==> config.mk <==
export PLATFORM = sky130hd
export DESIGN_NAME = fetch_unit
export DESIGN_NICKNAME = d
export VERILOG_FILES = /design/src/rtl/cpu_pkg.sv /design/src/rtl/sign_ext.sv /design/src/rtl/fetch_unit.sv
export SDC_FILE = /design/constraint.sdc
export NUM_CORES = 1
export LEC_CHECK = 0
export CAP_MARGIN = 20
export CORE_MARGIN = 4
export CORE_UTILIZATION = 45
export DETAILED_ROUTE_END_ITERATION = 6
export GPL_TIMING_DRIVEN = 0
export HOLD_SLACK_MARGIN = 0.12
export PLACE_DENSITY_LB_ADDON = 0.1
export SETUP_SLACK_MARGIN = 0.5
export SLEW_MARGIN = 25
export SYNTH_ARGS = -nofsm -noshare
export SYNTH_HDL_FRONTEND = slang
export SYNTH_HIERARCHICAL = 1
export SYNTH_SLANG_ARGS = --single-unit
==> constraint.sdc <==
create_clock -name clk -period 2.6 [get_ports clk]
set_input_delay 0.52 -clock clk [delete_from_list [all_inputs] [get_ports clk]]
set_output_delay 0.52 -clock clk [all_outputs]
set_load 0.02 [all_outputs]
==> src/rtl/cpu_pkg.sv <==
// cpu_pkg: shared opcodes, IR field positions and fetch FSM state for the multicycle CPU.
package cpu_pkg;
  localparam int DATA_W_DEF = 16;
  localparam logic [3:0] OP_ADD_REG = 4'b1000;
  localparam logic [3:0] OP_LOAD    = 4'b0001;
  localparam logic [3:0] OP_STORE   = 4'b0010;
  localparam logic [3:0] OP_BEQ     = 4'b0100;
  localparam logic [3:0] OP_BNE     = 4'b0101;
  localparam logic [3:0] OP_JMP     = 4'b0011;
  localparam int OP_HI = 15;
  localparam int OP_LO = 12;
  localparam int RA_HI = 11;
  localparam int RA_LO = 8;
  localparam int RB_HI = 7;
  localparam int RB_LO = 4;
  localparam int FUNC_HI = 3;
  localparam int FUNC_LO = 0;
  localparam int IMM_HI = 7;
  localparam int JMP_HI = 11;
  typedef enum logic {F_IDLE, F_WAIT} fetch_state_t;
endpackage

==> src/rtl/sign_ext.sv <==
// sign_ext: replicates the top input bit to widen a field to OUT_W bits.
module sign_ext #(
  parameter int IN_W = 4,
  parameter int OUT_W = 16
) (
  input  logic [IN_W-1:0]  a,
  output logic [OUT_W-1:0] y
);
  assign y = {{(OUT_W-IN_W){a[IN_W-1]}}, a};
endmodule

==> src/rtl/fetch_unit.sv <==
// fetch_unit: PC/IR stage with req/ack instruction fetch; FETCH_TIMEOUT_EN adds a WAIT watchdog.
module fetch_unit
  import cpu_pkg::*;
#(
  parameter int DATA_W = DATA_W_DEF,
  parameter logic [DATA_W-1:0] RESET_PC = '0,
  parameter int TIMEOUT = 15
) (
  input  logic              clk,
  input  logic              rst,
  input  logic              IntMemRead,
  input  logic              IRWrite,
  input  logic              PCWrite,
  input  logic              PCWriteCond,
  input  logic              PCSrc,
  input  logic              FlagSel,
  input  logic [DATA_W-1:0] alu_result,
  input  logic              alu_zero,
  output logic              imem_req,
  output logic [DATA_W-1:0] imem_addr,
  input  logic              imem_ack,
  input  logic [DATA_W-1:0] imem_rdata,
  output logic              fetch_stall,
  output logic              fetch_err,
  output logic [DATA_W-1:0] pc,
  output logic [3:0]        op,
  output logic [3:0]        func,
  output logic [3:0]        ra,
  output logic [3:0]        rb,
  output logic [7:0]        imm8,
  output logic [DATA_W-1:0] jmp_off
);
  fetch_state_t state;
  logic [DATA_W-1:0] ir, addr_q, br_off, pc_next;
  logic pc_we, ir_we, tout;
  sign_ext #(.IN_W(FUNC_HI-FUNC_LO+1), .OUT_W(DATA_W)) u_br (.a(ir[FUNC_HI:FUNC_LO]), .y(br_off));
  sign_ext #(.IN_W(JMP_HI+1), .OUT_W(DATA_W)) u_jmp (.a(ir[JMP_HI:0]), .y(jmp_off));
  assign op = ir[OP_HI:OP_LO];
  assign ra = ir[RA_HI:RA_LO];
  assign rb = ir[RB_HI:RB_LO];
  assign func = ir[FUNC_HI:FUNC_LO];
  assign imm8 = ir[IMM_HI:0];
  // The address is frozen on WAIT entry so a stray PC write cannot move an outstanding read.
  always_comb begin
    imem_req = IntMemRead & ~rst;
    fetch_stall = imem_req & ~imem_ack;
    imem_addr = state == F_WAIT ? addr_q : pc;
    ir_we = IRWrite & imem_req & imem_ack;
    pc_we = (PCWrite & ~fetch_stall) | (PCWriteCond & (alu_zero ^ FlagSel));
    pc_next = PCSrc ? pc + br_off : alu_result;
  end
  always_ff @(posedge clk) begin
    if (rst) begin
      state <= F_IDLE;
      pc <= RESET_PC;
      ir <= '0;
      addr_q <= RESET_PC;
    end else if (tout) begin
      state <= F_IDLE;
      pc <= pc + DATA_W'(1);
      ir <= '0;
    end else begin
      state <= fetch_stall ? F_WAIT : F_IDLE;
      if (state == F_IDLE) addr_q <= pc;
      if (ir_we) ir <= imem_rdata;
      if (pc_we) pc <= pc_next;
    end
  end
`ifdef FETCH_TIMEOUT_EN
  logic [3:0] wd;
  assign tout = state == F_WAIT && fetch_stall && wd == 4'(TIMEOUT-1);
  always_ff @(posedge clk) begin
    if (rst) begin
      wd <= '0;
      fetch_err <= 1'b0;
    end else begin
      fetch_err <= tout;
      wd <= (state == F_WAIT && fetch_stall && !tout) ? wd + 4'd1 : '0;
    end
  end
`else
  assign tout = 1'b0;
  assign fetch_err = 1'b0;
`endif
endmodule
=== After elaboration in Yosys (flattened, before gate mapping) ===
Cells that the tools add are included.

* Register bits: 49
* Output and inout port bits: 75
* Word-level logic and storage cells: 19

* Add/sub/neg operators: 1
* Multiplexer cells: 3
* Bitwise operators: 11

{| class="wikitable"
|+ Operators with widths
! cell !! count
|-
| 2-to-1 mux 16 bit || 2
|-
| adder 16 bit || 1
|-
| bitwise AND 1 bit || 6
|-
| NOT 1 bit || 3
|-
| 2-to-1 mux 1 bit || 1
|-
| bitwise OR 1 bit || 1
|-
| XOR 1 bit || 1
|}

=== Logic depth before layout (Yosys ltp) ===
Gate-level depths: netlist of the first run.

* Word-level depth: 6
* Depth in mapped cells: 9
* Gate-level depth less buffers: 8

=== By module ===
Netlist of the first run, hierarchy kept.

{| class="wikitable"
|+ Modules (own cells, without submodules)
! module !! instances !! cells each !! area each (um2) !! seq. area each (um2)
|-
| fetch_unit || 1 || 318 || 2817.7 || 980.9
|-
| sign_ext || 2 || 16 || 120.1 || 0.0
|}

=== Worst setup path before layout of the first run ===
Ideal clock, no wire load.

* Kind: flip-flop to flip-flop
* From: register ir[3]
* To: register pc[14]
* Setup time: 0.091 ns
* Arrival time: 2.285 ns
* Required time: 2.509 ns
* Path slack: 0.224 ns
* Stages on the path, launching flop included: 10
* Period minus slack after synthesis: 2.376 ns
* Cell sequence: dfxtp_1 -> buf_4 -> ha_1 -> clkbuf_2 -> a21o_1 -> a311o_1 -> a31o_2 -> o221ai_2 -> xor2_1 -> a311oi_1

* Word-level cells in the longest chain between the ends: 2

{| class="wikitable"
|+ RTL lines
! item !! RTL line !! RTL
|-
| from (decl) || fetch_unit.sv:34 || <nowiki>logic [DATA_W-1:0] ir, addr_q, br_off, pc_next;</nowiki>
|-
| from (signal assigned) || fetch_unit.sv:65 || <nowiki>if (ir_we) ir <= imem_rdata;</nowiki>
|-
| adder 16 bit || fetch_unit.sv:50 || <nowiki>pc_next = PCSrc ? pc + br_off : alu_result;</nowiki>
|-
| 2-to-1 mux 16 bit || fetch_unit.sv:50 ||
|-
| to (signal assigned) || fetch_unit.sv:60 || <nowiki>pc <= pc + DATA_W'(1);</nowiki>
|-
| to (signal assigned) || fetch_unit.sv:66 || <nowiki>if (pc_we) pc <= pc_next;</nowiki>
|-
| to (decl) || fetch_unit.sv:25 || <nowiki>output logic [DATA_W-1:0] pc,</nowiki>
|}

No other way between the ends.
A chain may end at the register's enable or synchronous reset.

=== Worst setup path in the final report of the first run ===
Ends and elaborated chain as after synthesis.

==> impl_results.md, run 1 <==
* Outcome: finished, final reports clean
* Max clock buf depth at 2
* Top cells by area, synth: dfxtp_1, buf_4, mux2_2, ha_1, nand2_1
* CTS Hold Buffers Added at 0
* Compound-Gate Fraction of Synth Area at between 15 and 20%
* Pleak at just over 2 nW
* Die Ht at about 90 um
* GR Overflow Total at 0
* Synthesized flop and latch total at 49
* Synth async-reset ratio at 0%
* CTS Root Buffer Type: clkbuf_8
* Hold Slack at ~470 ps
* Yosys warns at 6
* Power per cell area at 400.8 nW/um2
* Clk Latency, worst-skew pair at roughly 300 ps
* Die area at 8178 um2
* WS Path Type: reg -> reg
* Remaining DRCs at 0
* Synth unique cells at 56
* Mapped Cells at 350
* Dpl cells at between 500 and 600
* Top_reg_cell synth: dfxtp_1
* Fin crit share at around 84%
* Post-synth top cells: dfxtp_1, buf_4, nand2_1, a21oi_1
* Final min period at between 2000 and 2500 ps
* XOR/XNOR share of the synthesized area at ~3.2%
* Largest net degree at the start of global routing at 16
* Cell area after synthesis at ~3000 um2
* Gpl congestion at roughly 0.86
* Initial Util at between 40% and 50%
* Layout cell share with drive strength beyond 1 at a little under a third
* Worst EP arrival at 2390 ps
* Crit. End Element: flop
* Yosys top cell by area: dfxtp_1
* I/O pin count at approximately 120
* Antenna Nets Post-Route at 0
* Hold Crit Class: reg -> reg
* Final Non-Filler Cells at about 570
* Wire per inst at approximately 17 um
* Area fraction in and, or, nand and nor cells after synthesis at approximately 16%
* Count leader, synth: dfxtp_1
* Largest family of logic cells by synthesized area: compound AO/OA/AOI/OAI gates
* Max VDD drop at between 0.0003 and 0.0004 V
* Slew HR at between 50 and 60%
* CTS Sinks at about 50
* Sequential area share after synthesis at 32.08%
* Number of buffers created by CTS at 5
* Fill cell count at ~500
* Fin nets at roughly 550
* H-tree depth at 2
* Fin util at between 70% and 80%
* EDFF count, synth at 0
* Syn Area/Cell at slightly below 9 um2
* Worst-path clk slew at 100 ps
* Post-DP HPWL at roughly 6.6 mm
* Pins Over Slew Limit at 0
* First-pass GRT wire length at between 10 and 15 mm
* CTS tree: done
* Total power at 1.935 mW
* All-Layer GR Usage at 22.12%
* Top-area cell type share of the netlist area at between 30% and 40%
* Worst-Margin Slew at roughly 740 ps
* Drt first pass iters at 5
* Crit-path max FO at 7
* # port buffers at around 110
* F_max at roughly 460 MHz
* Post-Synth Adder-Cell Area at under 10%
* N_diodes at 0
* DR iter-0 viols at ~150
* Layout area overhead at 57.90%
* Required time worst endpoint at around 2800 ps
* Post-Synthesis Net Count at a little over 400
* Core area at between 6000 and 7000 um2
* Setup crit start kind: flop
* RSZ-0062 raised after global routing: true
* Routed WL at between 9 and 10 mm
* Rows at 29
* Vias per inst at around 5.4
* Vias in the first global route at between 2000 and 3000
* Initial antenna violation count at 0
* Mux contribution to synthesized area at under 10%
* Vias at 3062
* Max-Cap Viols at 0
* Final Hold Fails at 0
* Final setup viols at 0
* Die X at 90.44 um
* Final Skew at 8.137 ps
[timing repair]
item,in CTS,in global routing
endpoints found under the setup margin,27,25
gates cloned,0,0
resized for setup,64,44
pin swaps,5,21
buffers inserted,12,10
[flip-flops by register name (all words and copies together), names as in the netlist]
| register | flops |
|---|---|
| ir | 16 |
| pc | 16 |
| state | 1 |
| addr_q | 16 |
[report_power, final]
group | internal [mW] | switching (mW) | leakage [nW]
sequential | 0.793 | 0.0443 | 0.402
clock | 0.217 | 0.275 | 0.0512
combinational | 0.312 | 0.294 | 1.61
total | 1.32 | 0.613 | 2.06
[layout make-up]
type / instances / area (um2) / area share [%]
plain buffers: 61 / 469.2 / 9.718
repair buffers: 136 / 1257 / 26.04
clock inverters: 2 / 13.76 / 0.2850
inverters: 5 / 18.77 / 0.3887
well taps: 77 / 96.34 / 1.995
clock buffers: 6 / 82.58 / 1.710
flip-flops and latches: 49 / 987.2 / 20.45
multi-input cells: 235 / 1903 / 39.41
[routing by layer]
| metal | vias up | routed length (um) | track usage [%] |
|---|---|---|---|
| met3 | 6 | 673 | 5.083 |
| met5 | - | 0 | 0 |
| met4 | 0 | 22 | 4.847 |
| met2 | 117 | 5039 | 39.14 |
| met1 | 1478 | 4028 | 27.26 |
| li1 | 1461 | - | - |
[logic make-up (layout without fill, tap and decap cells)]
kind of cell / count (synthesis) / after routing
AOI/OAI and AO/OA: 76 / 76
buffers and inverters: 66 / 210
adders and majority gates: 16 / 16
DFF: 49 / 49
muxes: 28 / 28
other: 1 / 1
and+or+nand+nor: 103 / 103
xor gates and xnor gates: 11 / 11
[placed cells by master, fill, tap and decap left out, drive strengths merged, types with 2 or more instances in the layout]
master and count:
nand2b 2, a31oi 5, nor3b 2, xnor2 6, a21oi 27, ha 15, xor2 5, and2 17
dlygate4sd2 8, o211ai 3, nor4b 2, mux2i 11, o21ai 8, clkdlybuf4s50 93, nand3 8, o21a 2
mux2 17, a311o 2, a21o 6, and3 3, buf 80, inv 5, dlymetal6s2s 2, or3 2
nor3 3, dfxtp 49, a211oi 8, clkinv 2, nor2 17, nand2 42, clkbuf 20
[stage by stage]
stage | TNS, ps | area [um2] | setup WS (ps)
floorplan | 0 | 3092 | 506.2
global placement | -1062 | 4329 | -112.3
detailed placement | -1346 | 4329 | -152.8
CTS | 0 | 4669 | 382.0
global route | 0 | 4828 | 365.3
finish | 0 | 4828 | 428.6
[worst max-delay path, cell delays in order (launching register included)]
cell      delay, ps
dfxtp_4         410
buf_6           150
buf_4           140
ha_4            300
o211ai_1        160
buf_4           190
o31ai_4         200
o221ai_2        140
xor2_1          170
a311oi_1        230
[worst paths after layout]
path,start,end,slack (ps),cells after the start
hold reg to reg,ir[15]$_SDFFE_PP0P_,ir[15]$_SDFFE_PP0P_,470,2
hold / removal,ir[15]$_SDFFE_PP0P_,ir[15]$_SDFFE_PP0P_,470,2
setup reg to reg,ir[3]$_SDFFE_PP0P_,pc[14]$_SDFFE_PP0P_,430,9
setup / recovery,ir[3]$_SDFFE_PP0P_,pc[14]$_SDFFE_PP0P_,430,9
(Power assumes the default switching activity.)
==> run 2, diff against run 1 <==
--- a/config.mk
+++ b/config.mk
@@ -7,7 +7,7 @@
 export LEC_CHECK = 0
 export CAP_MARGIN = 20
 export CORE_MARGIN = 4
-export CORE_UTILIZATION = 45
+export CORE_UTILIZATION = 40
 export DETAILED_ROUTE_END_ITERATION = 6
 export GPL_TIMING_DRIVEN = 0
 export HOLD_SLACK_MARGIN = 0.12
==> constraint.sdc (replaced) <==
create_clock -name clk -period 1.9 [get_ports clk]
set_input_delay 0.38 -clock clk [delete_from_list [all_inputs] [get_ports clk]]
set_output_delay 0.38 -clock clk [all_outputs]
set_load 0.02 [all_outputs]
==> run 2 against run 1 <==
Against the previous run:
- the run now ends with setup timing left
- fmax fell by 2.1%
- combinational power up 55%
- global-route usage grew 0.71 points
- setup slack worse by 750 ps
- clock-buffer cell count decreased by 1
- first-iteration DRC count is 15% lower
- cell count up 9.1%
- total power rose by 55%
- register-to-register slack got worse by 750 ps
- hold slack got worse by 4.9 ps
- largest cell class is now buffers
==> impl_results.md, run 2 (synthesized netlist as in run 1, its figures left out) <==
* Outcome: finished with violations (was finished, final reports clean)
* Failing checks: setup timing
* Pleak at 2.425 nW (was 2.065 nW)
* Initial Util at 41.71% (was 47.35%)
* Fill cell count at 471 (was 498)
* Worst hold path startpoint: ir[13]$_SDFFE_PP0P_ (was ir[15]$_SDFFE_PP0P_)
* All-Layer GR Usage at 22.83% (was 22.12%)
* Most frequent cells in the layout: buf_6, buf_4, nand2_1, clkdlybuf4s50_1 (was clkdlybuf4s50_1, buf_4, dfxtp_1, nand2_1, a21oi_1)
* Largest net degree at the start of global routing at 16 (unchanged)
* Final min period at 2217 ps (was 2171 ps)
* Crit-path cells: buf_6 > buf_4 > ha_4 > nand2_2 > o211a_1 > o31ai_4 > o221ai_2 > xor2_1 > a311oi_1 (was buf_6 > buf_4 > ha_4 > o211ai_1 > buf_4 > o31ai_4 > o221ai_2 > xor2_1 > a311oi_1)
* # port buffers at 114 (unchanged)
* Vias in the first global route at 3304 (was 2984)
* R2R Setup Slk at -320 ps (was 430 ps)
* Final Skew at 6.507 ps (was 8.137 ps)
* WS Path Type: reg -> reg (unchanged)
* RSZ-0062 raised after global routing: true (unchanged)
* Final Hold Fails at 0 (unchanged)
* Vias per inst at 5.048 (was 5.363)
* H-tree depth at 2 (unchanged)
* Die Ht at 95.44 um (was 90.44 um)
* Wire per inst at 16.70 um (was 17.10 um)
* Commonest non-fill, non-tap cell in the layout: buf_6 (was clkdlybuf4s50_1)
* Fin nets at 581 (was 551)
* Setup crit start kind: flop (unchanged)
* Reg-to-Reg Start: ir[3]$_SDFFE_PP0P_ (unchanged)
* Pins Over Slew Limit at 0 (unchanged)
* Gpl congestion at 0.8428 (was 0.8584)
* DR iter-0 viols at 123 (was 145)
* Worst-Margin Slew at 770.9 ps (was 738.0 ps)
* Antenna Nets Post-Route at 0 (unchanged)
* Setup TNS Final at -2267 ps (was 0 ps)
* Pre-CTS setup slack at -461.2 ps (was -152.8 ps)
* Drt first pass iters at 4 (was 5)
* Slowest CP cell: dfxtp_4 (unchanged)
* Slew HR at 48.61% (was 50.80%)
* Layout area overhead at 81.06% (was 57.90%)
* Crit-path max FO at 5 (was 7)
* Crit-path max cell delay at 380 ps (was 410 ps)
* I/O pin count at 117 (unchanged)
* F_max at 451.0 MHz (was 460.5 MHz)
* Routed WL at 10.41 mm (was 9.764 mm)
* Final setup viols at 15 (was 0)
* Max VDD drop at 0.0003209 V (was 0.0003374 V)
* Hold-critical path endpoint: ir[13]$_SDFFE_PP0P_ (was ir[15]$_SDFFE_PP0P_)
* Remaining DRCs at 0 (unchanged)
* Vias at 3145 (was 3062)
* Max clock buf depth at 2 (unchanged)
* Clk Latency, worst-skew pair at 310 ps (was 300 ps)
* Max-Cap Viols at 0 (unchanged)
* Core area at 7331 um2 (was 6459 um2)
* Final Worst Setup Slack at -317.4 ps (was 428.6 ps)
* Reg2reg path depth at 9 (unchanged)
* Fin crit share at 116.7% (was 83.51%)
* Initial antenna violation count at 0 (unchanged)
* CTS Root Buffer Type: clkbuf_8 (unchanged)
* Fin util at 75.52% (was 74.76%)
* Biggest regs: addr_q x16, ir x16, pc x16 (unchanged)
* Reg-to-reg endpoint: pc[14]$_SDFFE_PP0P_ (unchanged)
* Number of buffers created by CTS at 5 (unchanged)
* Hold depth at 2 (unchanged)
* Die X at 95.44 um (was 90.44 um)
* Die area at 9108 um2 (was 8178 um2)
* Worst EP arrival at 2430 ps (was 2390 ps)
* Hold Crit Class: reg -> reg (unchanged)
* Required time worst endpoint at 2120 ps (was 2820 ps)
* GR Overflow Total at 0 (unchanged)
* First-pass GRT wire length at 16.06 mm (was 14.91 mm)
* Crit. End Element: flop (unchanged)
* CTS tree: done (unchanged)
* Worst-path clk slew at 90 ps (was 100 ps)
* Layout cell share with drive strength beyond 1 at 52.48% (was 30.16%)
* CTS Sinks at 49 (unchanged)
* Post-DP HPWL at 6.384 mm (was 6.589 mm)
* Rows at 31 (was 29)
* N_diodes at 0 (unchanged)
* Power per cell area at 541.4 nW/um2 (was 400.8 nW/um2)
run 2: cell types whose count changed in the layout (fill, tap and decap cells not counted), moves of 9 or more:
cell	change
buf_2	+9
buf_4	-13
buf_6	+68
clkdlybuf4s15_2	+20
clkdlybuf4s50_1	-58
dfxtp_1	-25
dfxtp_2	+18
mux2_2	-17
mux2_4	+17
run 2: area by class of cell:
| class | instances | area [um2] | share of cell area, % |
|---|---|---|---|
| Tap cell | 99 | 123.9 | 2.237 |
| Buffer | 61 | 531.8 | 9.605 |
| Clock buffer | 5 | 68.82 | 1.243 |
| Inverter | 5 | 18.77 | 0.3390 |
| Multi-Input combinational cell | 235 | 2037 | 36.79 |
| Clock inverter | 3 | 65.06 | 1.175 |
| Sequential cell | 49 | 1036 | 18.71 |
| Timing Repair Buffer | 166 | 1655 | 29.90 |
run 2: through the flow:
stage / std cells / cell area, um2 / total power [mW] / hold WS [ps]
5_1_grt: 623 / 5537 / 3.126 / 487.1
4_1_cts: 615 / 5279 / 2.942 / 462.4
2_1_floorplan: 350 / 3252 / 1.612 / 505.6
6_report: 623 / 5537 / 2.998 / 464.6
3_5_place_dp: 563 / 4517 / 1.946 / 449.6
3_3_place_gp: 563 / 4517 / 1.933 / 441.0
run 2: power breakdown:
part / leakage [nW] / internal (mW) / switching [mW]
clock network: 0.0681 / 0.523 / 0.380
logic: 1.94 / 0.507 / 0.433
registers: 0.414 / 1.09 / 0.0663
run 2: layer usage:
metal	track usage, %	vias to the layer above	wire length [um]
met3	7.261	16	913
met1	26.79	1478	4212
met4	6.754	0	170
li1	-	1529	-
met5	0	-	0
met2	39.71	122	5109
run 2: critical path, delay by kind of cell (launching register included):
| kind | cells | cell delay [ps] |
|---|---|---|
| AOI/OAI and AO/OA | 4 | 980 |
| xor gates and xnor gates | 1 | 160 |
| adders and majority gates | 1 | 290 |
| buffers and inverters | 2 | 260 |
| DFF | 1 | 380 |
| and+or+nand+nor | 1 | 60 |
run 2: worst max path at each step:
| stage | cells past startpoint | startpoint | endpoint | slack (ps) |
|---|---|---|---|---|
| 2_1_floorplan | 9 | ir[3]$_SDFFE_PP0P_ | pc[14]$_SDFFE_PP0P_ | -190 |
| 3_3_place_gp | 8 | rst | pc[13]$_SDFFE_PP0P_ | -420 |
| 3_5_place_dp | 8 | rst | pc[13]$_SDFFE_PP0P_ | -460 |
| 4_1_cts | 9 | ir[3]$_SDFFE_PP0P_ | pc[14]$_SDFFE_PP0P_ | -270 |
| 5_1_grt | 9 | ir[3]$_SDFFE_PP0P_ | pc[14]$_SDFFE_PP0P_ | -400 |
| 6_report | 9 | ir[3]$_SDFFE_PP0P_ | pc[14]$_SDFFE_PP0P_ | -320 |
run 2: repair_timing:
| action | in CTS | in global routing |
|---|---|---|
| setup buffers | 41 | 8 |
| gates resized for setup | 373 | 88 |
| pin swaps | 26 | 23 |
| setup endpoints to repair | 122 | 83 |
| gates cloned | 3 | 0 |
| hold endpoints to repair | 0 | 0 |
| hold buffers | 0 | 0 |
==> run 3, diff against run 2 <==
--- a/config.mk
+++ b/config.mk
@@ -8,6 +8,7 @@
 export CAP_MARGIN = 20
 export CORE_MARGIN = 4
 export CORE_UTILIZATION = 40
+export CTS_CLUSTER_SIZE = 16
 export DETAILED_ROUTE_END_ITERATION = 6
 export GPL_TIMING_DRIVEN = 0
 export HOLD_SLACK_MARGIN = 0.12
==> results of run 3 <==
The final DEF is identical to that of run 2; final timing and power are the same.
